==> config.mk <==
export PLATFORM = sky130hd
export DESIGN_NAME = dmem_ctrl_flat
export DESIGN_NICKNAME = d
export VERILOG_FILES = /design/src/rtl/dmem_if.sv /design/src/rtl/dmem_ctrl.sv /design/src/flat_wrapper.sv
export SDC_FILE = /design/constraint.sdc
export NUM_CORES = 2
export LEC_CHECK = 0
export CORE_MARGIN = 2
export CORE_UTILIZATION = 62
export DETAILED_ROUTE_END_ITERATION = 12
export PLACE_DENSITY = 0.82
export SLEW_MARGIN = 20
export SYNTH_ARGS = -nofsm -noshare
export SYNTH_HDL_FRONTEND = slang
export SYNTH_SLANG_ARGS = --single-unit
==> constraint.sdc <==
create_clock -name clk -period 7.6 [get_ports clk]
set_clock_uncertainty 0.2 [all_clocks]
set_input_delay 1.14 -clock clk [delete_from_list [all_inputs] [get_ports clk]]
set_output_delay 1.14 -clock clk [all_outputs]
set_load 0.05 [all_outputs]
==> src/rtl/dmem_if.sv <==
// Request/response bus between the datapath load/store unit and dmem_ctrl.
interface dmem_if #(
  parameter int unsigned ADDR_W = 32
);
  logic              req_valid;
  logic              req_ready;
  logic              req_we;
  logic [ADDR_W-1:0] req_addr;
  logic [2:0]        req_funct3;
  logic [31:0]       req_wdata;
  logic              rsp_valid;
  logic [31:0]       rsp_rdata;
  logic              rsp_err;

  modport master (
    output req_valid, req_we, req_addr, req_funct3, req_wdata,
    input  req_ready, rsp_valid, rsp_rdata, rsp_err
  );

  modport slave (
    input  req_valid, req_we, req_addr, req_funct3, req_wdata,
    output req_ready, rsp_valid, rsp_rdata, rsp_err
  );
endinterface

==> src/rtl/dmem_ctrl.sv <==
// Parametrised RV32I data memory: sub-word loads/stores, fault flagging, post-reset clear sweep.
// Define DMEM_MISALIGN_TRAP_EN to fault misaligned accesses instead of force-aligning them.
module dmem_ctrl #(
  parameter int unsigned ADDR_W      = 32,
  parameter int unsigned DEPTH_WORDS = 64
) (
  input  logic   clk,
  input  logic   rst,
  dmem_if.slave  bus,
  output logic   busy
);
  localparam int unsigned IDX_W = $clog2(DEPTH_WORDS);

  typedef enum logic {ST_CLEAR, ST_READY} state_e;

  state_e             state_q, state_d;
  logic [IDX_W-1:0]   clr_idx_q, clr_idx_d;
  logic               rsp_valid_q, rsp_valid_d;
  logic               rsp_err_q, rsp_err_d;
  logic [31:0]        rsp_rdata_q, rsp_rdata_d;
  logic [31:0]        mem_q [DEPTH_WORDS];

  logic               mem_we;
  logic [IDX_W-1:0]   mem_idx;
  logic [31:0]        mem_wdata;

  logic               accept, oor, f3_ok, mis_err, req_err;
  logic [1:0]         lane;
  logic [IDX_W-1:0]   idx;
  logic [31:0]        word_rd, shifted, load_data, store_data, merged;
  logic [3:0]         bmask;

  always_comb begin
    state_d     = state_q;
    clr_idx_d   = clr_idx_q;
    mem_we      = 1'b0;
    mem_idx     = clr_idx_q;
    mem_wdata   = '0;
    load_data   = '0;
    store_data  = '0;
    bmask       = '0;
    merged      = '0;
    lane        = bus.req_addr[1:0];

    accept = bus.req_valid && (state_q == ST_READY);
    oor    = bus.req_addr[ADDR_W-1:IDX_W+2] != '0;
    if (bus.req_we)
      f3_ok = bus.req_funct3 inside {3'b000, 3'b001, 3'b010};
    else
      f3_ok = bus.req_funct3 inside {3'b000, 3'b001, 3'b010, 3'b100, 3'b101};

`ifdef DMEM_MISALIGN_TRAP_EN
    mis_err = ((bus.req_funct3[1:0] == 2'b01) && bus.req_addr[0]) ||
              ((bus.req_funct3[1:0] == 2'b10) && (bus.req_addr[1:0] != 2'b00));
`else
    // Misaligned halves/words are silently snapped down to their natural boundary.
    mis_err = 1'b0;
    case (bus.req_funct3[1:0])
      2'b01:   lane = {bus.req_addr[1], 1'b0};
      2'b10:   lane = 2'b00;
      default: lane = bus.req_addr[1:0];
    endcase
`endif

    req_err = oor || !f3_ok || mis_err;
    idx     = bus.req_addr[IDX_W+1:2];
    word_rd = mem_q[idx];
    shifted = word_rd >> {lane, 3'b000};

    case (bus.req_funct3)
      3'b000:  load_data = {{24{shifted[7]}}, shifted[7:0]};
      3'b001:  load_data = {{16{shifted[15]}}, shifted[15:0]};
      3'b100:  load_data = {24'h0, shifted[7:0]};
      3'b101:  load_data = {16'h0, shifted[15:0]};
      default: load_data = word_rd;
    endcase

    case (bus.req_funct3[1:0])
      2'b00: begin
        bmask      = 4'b0001 << lane;
        store_data = {4{bus.req_wdata[7:0]}};
      end
      2'b01: begin
        bmask      = lane[1] ? 4'b1100 : 4'b0011;
        store_data = {2{bus.req_wdata[15:0]}};
      end
      default: begin
        bmask      = 4'b1111;
        store_data = bus.req_wdata;
      end
    endcase

    for (int unsigned b = 0; b < 4; b++)
      merged[8*b +: 8] = bmask[b] ? store_data[8*b +: 8] : word_rd[8*b +: 8];

    case (state_q)
      ST_CLEAR: begin
        mem_we    = 1'b1;
        mem_idx   = clr_idx_q;
        mem_wdata = '0;
        clr_idx_d = clr_idx_q + IDX_W'(1);
        if (clr_idx_q == IDX_W'(DEPTH_WORDS - 1))
          state_d = ST_READY;
      end
      default: begin
        if (accept && bus.req_we && !req_err) begin
          mem_we    = 1'b1;
          mem_idx   = idx;
          mem_wdata = merged;
        end
      end
    endcase

    rsp_valid_d = accept;
    rsp_err_d   = accept && req_err;
    rsp_rdata_d = (accept && !req_err && !bus.req_we) ? load_data : '0;
  end

  always_ff @(posedge clk) begin
    if (rst) begin
      state_q     <= ST_CLEAR;
      clr_idx_q   <= '0;
      rsp_valid_q <= 1'b0;
      rsp_err_q   <= 1'b0;
      rsp_rdata_q <= '0;
    end else begin
      state_q     <= state_d;
      clr_idx_q   <= clr_idx_d;
      rsp_valid_q <= rsp_valid_d;
      rsp_err_q   <= rsp_err_d;
      rsp_rdata_q <= rsp_rdata_d;
    end
  end

  // Contents are not reset directly; the sweep clears them after rst drops.
  always_ff @(posedge clk) begin
    if (mem_we && !rst)
      mem_q[mem_idx] <= mem_wdata;
  end

  assign bus.req_ready = (state_q == ST_READY);
  assign busy          = (state_q == ST_CLEAR);
  assign bus.rsp_valid = rsp_valid_q;
  assign bus.rsp_err   = rsp_err_q;
  assign bus.rsp_rdata = rsp_rdata_q;
endmodule

==> src/flat_wrapper.sv <==
// flat-port wrapper written by rule: the top's interface ports become plain ports
module dmem_ctrl_flat 
#(
  parameter int unsigned ADDR_W      = 32,
  parameter int unsigned DEPTH_WORDS = 64
)
  (clk, rst, busy, bus_req_valid, bus_req_we, bus_req_addr, bus_req_funct3, bus_req_wdata, bus_req_ready, bus_rsp_valid, bus_rsp_rdata, bus_rsp_err);
  dmem_if #(.ADDR_W(ADDR_W)) bus_i ();
  input  logic clk;
  input  logic rst;
  output logic busy;
  input wire logic [$bits(bus_i.req_valid)-1:0] bus_req_valid;
  input wire logic [$bits(bus_i.req_we)-1:0] bus_req_we;
  input wire logic [$bits(bus_i.req_addr)-1:0] bus_req_addr;
  input wire logic [$bits(bus_i.req_funct3)-1:0] bus_req_funct3;
  input wire logic [$bits(bus_i.req_wdata)-1:0] bus_req_wdata;
  output wire logic [$bits(bus_i.req_ready)-1:0] bus_req_ready;
  output wire logic [$bits(bus_i.rsp_valid)-1:0] bus_rsp_valid;
  output wire logic [$bits(bus_i.rsp_rdata)-1:0] bus_rsp_rdata;
  output wire logic [$bits(bus_i.rsp_err)-1:0] bus_rsp_err;
  assign bus_i.req_valid = bus_req_valid;
  assign bus_i.req_we = bus_req_we;
  assign bus_i.req_addr = bus_req_addr;
  assign bus_i.req_funct3 = bus_req_funct3;
  assign bus_i.req_wdata = bus_req_wdata;
  assign bus_req_ready = bus_i.req_ready;
  assign bus_rsp_valid = bus_i.rsp_valid;
  assign bus_rsp_rdata = bus_i.rsp_rdata;
  assign bus_rsp_err = bus_i.rsp_err;
  dmem_ctrl #(.ADDR_W(ADDR_W), .DEPTH_WORDS(DEPTH_WORDS)) u_core (.clk(clk), .rst(rst), .bus(bus_i), .busy(busy));
endmodule
# Word-level counts from Yosys, hierarchy flattened
# Memories as Yosys holds them, arrays and structs flattened.
# Cells that the tools add are included.
# W data, S select, Z words.
# word_totals
n_memories	1
mem_bits_rw	2048
input_bits	71
reg_bits	41
out_inout_bits	36
# op_classes
eq_ne	7
add_sub_neg	1
shifts	2
bitwise	2
reduce_logical	18
mux	20
# memory_table
name	words	width	rd	rd_ports_with_merged_regs	wr	line_no	source
u_core.mem_q	64	32	1	0	1	dmem_ctrl.sv:21	logic [31:0] mem_q [DEPTH_WORDS];
# ops
op	count
$pmux W32 S4	1
$mux W32	2
$pmux W32 S2	1
$mux W8	4
$shr A32 B5 Y16	1
$reduce_bool A24 Y1	1
$mux W6	2
$pmux W4 S2	1
$logic_and A1 B1 Y1	7
$mux W1	7
$add A6 B1 Y6 const B	1
$eq A3 B3 Y1 const B	2
$eq A6 B6 Y1 const B	1
$reduce_bool A5 Y1	1
$logic_not A1 Y1	4
$mux W4	1
$pmux W2 S2	1
$shl A1 B2 Y4 const A	1
$eq A3 B1 Y1 const B	1
$eq A3 B2 Y1 const B	1
$logic_not A3 Y1	1
$reduce_bool A3 Y1	1
$eq A2 B1 Y1 const B	1
$eq A2 B2 Y1 const B	1
4 further kinds	5

# Longest topological paths before layout
# depth
ltp_word	12
depth_mapped	15
depth_no_buf	10

# Worst setup path after synthesis
# Ideal clock, no wire load.
# synth_timing
path_type	input-to-reg
start	input port bus_req_addr[4]
end	memory u_core.mem_q[0][19] (data pin)
slack_ns	0.722
setup_time_ns	0.768
t_arrival_ns	5.911
path_stages	12
n_path_buf	5
path_cell_list	buf_4 > buf_4 > buf_2 > buf_1 > clkbuf_1 > mux4_2 > o22ai_1 > nor2_1 > nand3_1 > o41ai_1 > nor2_1 > a311oi_1
# synth_via
elab_chain_cells	4
# synth_rtl
element	line_no	source
from (decl)	flat_wrapper.sv:14	input wire logic [$bits(bus_i.req_addr)-1:0] bus_req_addr;
$mem_v2 Z64 W32	-	
$mux W8	dmem_ctrl.sv:94	merged[8*b +: 8] = bmask[b] ? store_data[8*b +: 8] : word_rd[8*b +: 8];
$mux W32	dmem_ctrl.sv:106	if (accept && bus.req_we && !req_err) begin
$mux W32	dmem_ctrl.sv:96	case (state_q)
net u_core.mem_wdata[19]	dmem_ctrl.sv:25	logic [31:0] mem_wdata;
to (decl)	dmem_ctrl.sv:21	
# The timed path passes the listed nets, and every way through them passes these cells.

# Final worst setup path
# layout_timing
start	input port bus_req_addr[11]
end	memory u_core.mem_q[39][3], enable pin
# layout_via
elab_chain_cells	9
word_cells_on_any_way	11
# layout_rtl
element	line_no	source
$reduce_bool A24 Y1 (*)	dmem_ctrl.sv:46	oor = bus.req_addr[ADDR_W-1:IDX_W+2] != '0;
$logic_or A1 B1 Y1 (*)	dmem_ctrl.sv:65	req_err = oor || !f3_ok || mis_err;
$logic_not A1 Y1 (*)	dmem_ctrl.sv:106	
$logic_and A1 B1 Y1 (*)	dmem_ctrl.sv:106	
$mux W1	dmem_ctrl.sv:106	
$mux W1	dmem_ctrl.sv:96	
$logic_and A1 B1 Y1	dmem_ctrl.sv:137	if (mem_we && !rst)
$mux W1	dmem_ctrl.sv:137	
$mux W1 (implied by the code)	dmem_ctrl.sv:138	mem_q[mem_idx] <= mem_wdata;
# Mark *: on every way between the ends. The rest lies on a longest branch, timed or not.

==> results.ini <==
[run_status]
status = complete, but fails checks
violations = capacitance limit, slew limit

[sta]
fmax_ghz = 0.169
tns_ps = 0
rsz0062_at_grt = false
hold_viol = 0
period_minus_slack_ps = 5930
timing.hold.ws_ps = 440
relSlewSlack_pct = -14.7
finalSetupViolations = 0
tightest_slew_ps = 1700
slew_violations = 11
finalCritPeriodShare_pct = 78.0

[setup_path]
crit_path_start_kind = input pin
crit_start = bus_req_addr[11]
arrival_ps = 6220
r2r_slack_ps = 2570
reg2reg_depth = 5
end_kind = flop
r2r-start = u_core.bus.req_ready
cp.required_ps = 7890
critPathMaxFanout = 19
crit_type = in -> reg
endpoint = u_core.mem_q[39][3]
r2r_end = u_core.bus.rsp_rdata[26]

[final_layout]
area_growth_pct = 13.8
n_fill_cell = 7040
final_area_um2 = 92200
fin_cells = 5888
final_cell_mix = edfxtp_1 (2048), mux4_2 (528), clkbuf_16 (201), buf_4 (183), clkdlybuf4s50_1 (100)
nets = 4042
drive_gt1_share_pct = 28.8
final_common_cell = edfxtp_1

[cts]
clock_path_buffers = 3
cts_hold_buffers = 0
cts_buffers = 196
cts.reportedPaths.clkPinSlew_ps = 60
ctsResizeCount = 0
cts_root_buffer = clkbuf_16
post_cts_buffers = 0
cts_max_level = 4
cts_tree = yes
insertion_delay_ps = 840
clkSinkCount = 2089

[floorplan]
die_h_um = 366
ios = 107
die-area_um2 = 134000
core_area_um2 = 130000
die-width_um = 366
placementRows = 132
start_util_pct = 62.5

[synthesis]
synth_area_leaders = edfxtp_1 (76%), mux4_2 (15%), mux2i_1 (1.1%)
synth_seq_cells = 2089
syn_avg_cell_area_um2 = 22.2
synth-warning-count = 0
syn_area_um2 = 81000
synth_top_area_share_pct = 75.9
yosysUniqueCellTypes = 72
synth_largest_area_cell = edfxtp_1
synthesis.instances = 3653
synthFlopType = edfxtp_1
ys_async_sr_fraction_pct = 0
synth_fp_nets = 3728
synth_edf_count = 2048
ys_seq_area_share_pct = 76.9

[global_routing]
grt_max_degree = 94
grt_pass1_vias = 43100
grt_overflow = 0
grt_pass1_wl_um = 329000
antenna_found_initial = 20
grt_usage_pct = 36.3

[placed_design]
hpwl_um = 138000
place_area_um2 = 85800
dp_cells = 5508
globalplace.congestion = 1.05
portBuffers = 106

[routing]
drt_pass1_iterations = 7
drc = 0
wl_um = 237000
vias_per_cell = 7.46
antenna_left = 0
num_vias = 43900
wire_per_inst_um = 40.3
drtIter0Drc = 9060

[power]
leakagePower_nw = 28.8
ir_drop_v = 0.000262
power_density_nw_per_um2 = 251

[worst_hold_path]
hp-class = reg -> reg

[job]
drv_cap = 1

power by group:
group          switching [mW]  internal (mW)
combinational           0.601          0.337
sequential             0.0127           12.5
clock                    4.26           5.42
total                    4.87           18.2
per-layer routing:
layer | wire [µm] | vias up | global-route usage (%)
li1 | - | 16200 | -
met1 | 76300 | 22400 | 47.4
met2 | 107000 | 4444 | 53.7
met3 | 37500 | 868 | 13.2
met4 | 15800 | 24 | 19.7
met5 | 540 | - | 1.60
through the flow:
| stage | setup WS, ps | total power, mW | util (%) |
|---|---|---|---|
| 2_1_floorplan | 722 | 13.3 | - |
| 3_3_place_gp | 1370 | 13.6 | 66.2 |
| 3_5_place_dp | 1280 | 13.6 | 66.2 |
| 4_1_cts | 1990 | 23.1 | 71.1 |
| 5_1_grt | 1640 | 23.5 | 71.1 |
| 6_report | 1670 | 23.1 | 71.1 |
how the worst min path moves through the flow:
stage                              startpoint                   to  slack, ps  cells past startpoint
final                     u_core.clr_idx_q[3]  u_core.clr_idx_q[3]        440                      2
after detailed placement  u_core.clr_idx_q[3]  u_core.clr_idx_q[3]        400                      2
after floorplan           u_core.clr_idx_q[1]  u_core.clr_idx_q[1]        350                      2
after global routing      u_core.clr_idx_q[1]  u_core.clr_idx_q[1]        460                      2
after CTS                 u_core.clr_idx_q[3]  u_core.clr_idx_q[3]        420                      2
after global placement    u_core.clr_idx_q[1]  u_core.clr_idx_q[1]        390                      2
kinds of logic (layout without fill, tap and decap cells):
kind of cell	Yosys count	after routing	synth area share (%)
buffers and inverters	209	685	1.53
DFF	2089	2089	76.9
muxes	645	645	16.4
xor gates and xnor gates	4	4	0.0432
other	0	17	0
and+or+nand+nor	357	357	2.09
adders and majority gates	4	4	0.0618
AOI/OAI and AO/OA	345	345	2.98
flip-flops by register name (all words and copies together), names as in the netlist:
signal	count
u_core.bus.req_ready	1
u_core.bus.rsp_rdata	32
u_core.clr_idx_q	6
u_core.bus.rsp_err	1
u_core.mem_q	2048
u_core.bus.rsp_valid	1
worst max-delay path, stage by stage:
cell	delay (ps)
clkdlybuf4s50_1	420
nor4_1	1150
nand4_1	230
nor2_1	320
and4_1	740
nand3_1	200
o21ai_0	130
nand2b_1	480
nor2_4	960
buf_4	410
final cells by class:
| class | count | area (µm²) | area share (%) |
|---|---|---|---|
| diodes | 17 | 42.5 | 0.0461 |
| clock buffers | 251 | 5360 | 5.81 |
| clock inverters | 109 | 945 | 1.02 |
| inverters | 9 | 33.8 | 0.0366 |
| multi-input cells | 1355 | 18400 | 19.9 |
| flip-flops and latches | 2089 | 62300 | 67.6 |
| well taps | 1742 | 2180 | 2.36 |
| repair buffers | 316 | 2980 | 3.23 |
cell usage after synthesis (all sizes together) (2+ instances only):
master and number:
edfxtp 2048, mux4 540, nor2 143, buf 127
mux2i 91, o22ai 77, clkbuf 73, nand2 73
a22oi 59, a21oi 51, dfxtp 41, o21ai 33
a211oi 23, nand3 21, nor3 20, nand2b 18
nor2b 18, a221oi 14, mux2 14, a22o 13
nor4 13, a31oi 12, o221ai 11, o22a 11
or3 11, o31ai 10, or2 10, inv 8
and3 7, o211ai 7, and2 5, nand3b 5
a311oi 4, ha 4, a21o 3, nor4b 3
o21a 3, o41ai 3, a221o 2, nand4 2
nor3b 2, or3b 2, or4 2, xnor2 2
xor2 2
Power figures use the tool's default switching activity.
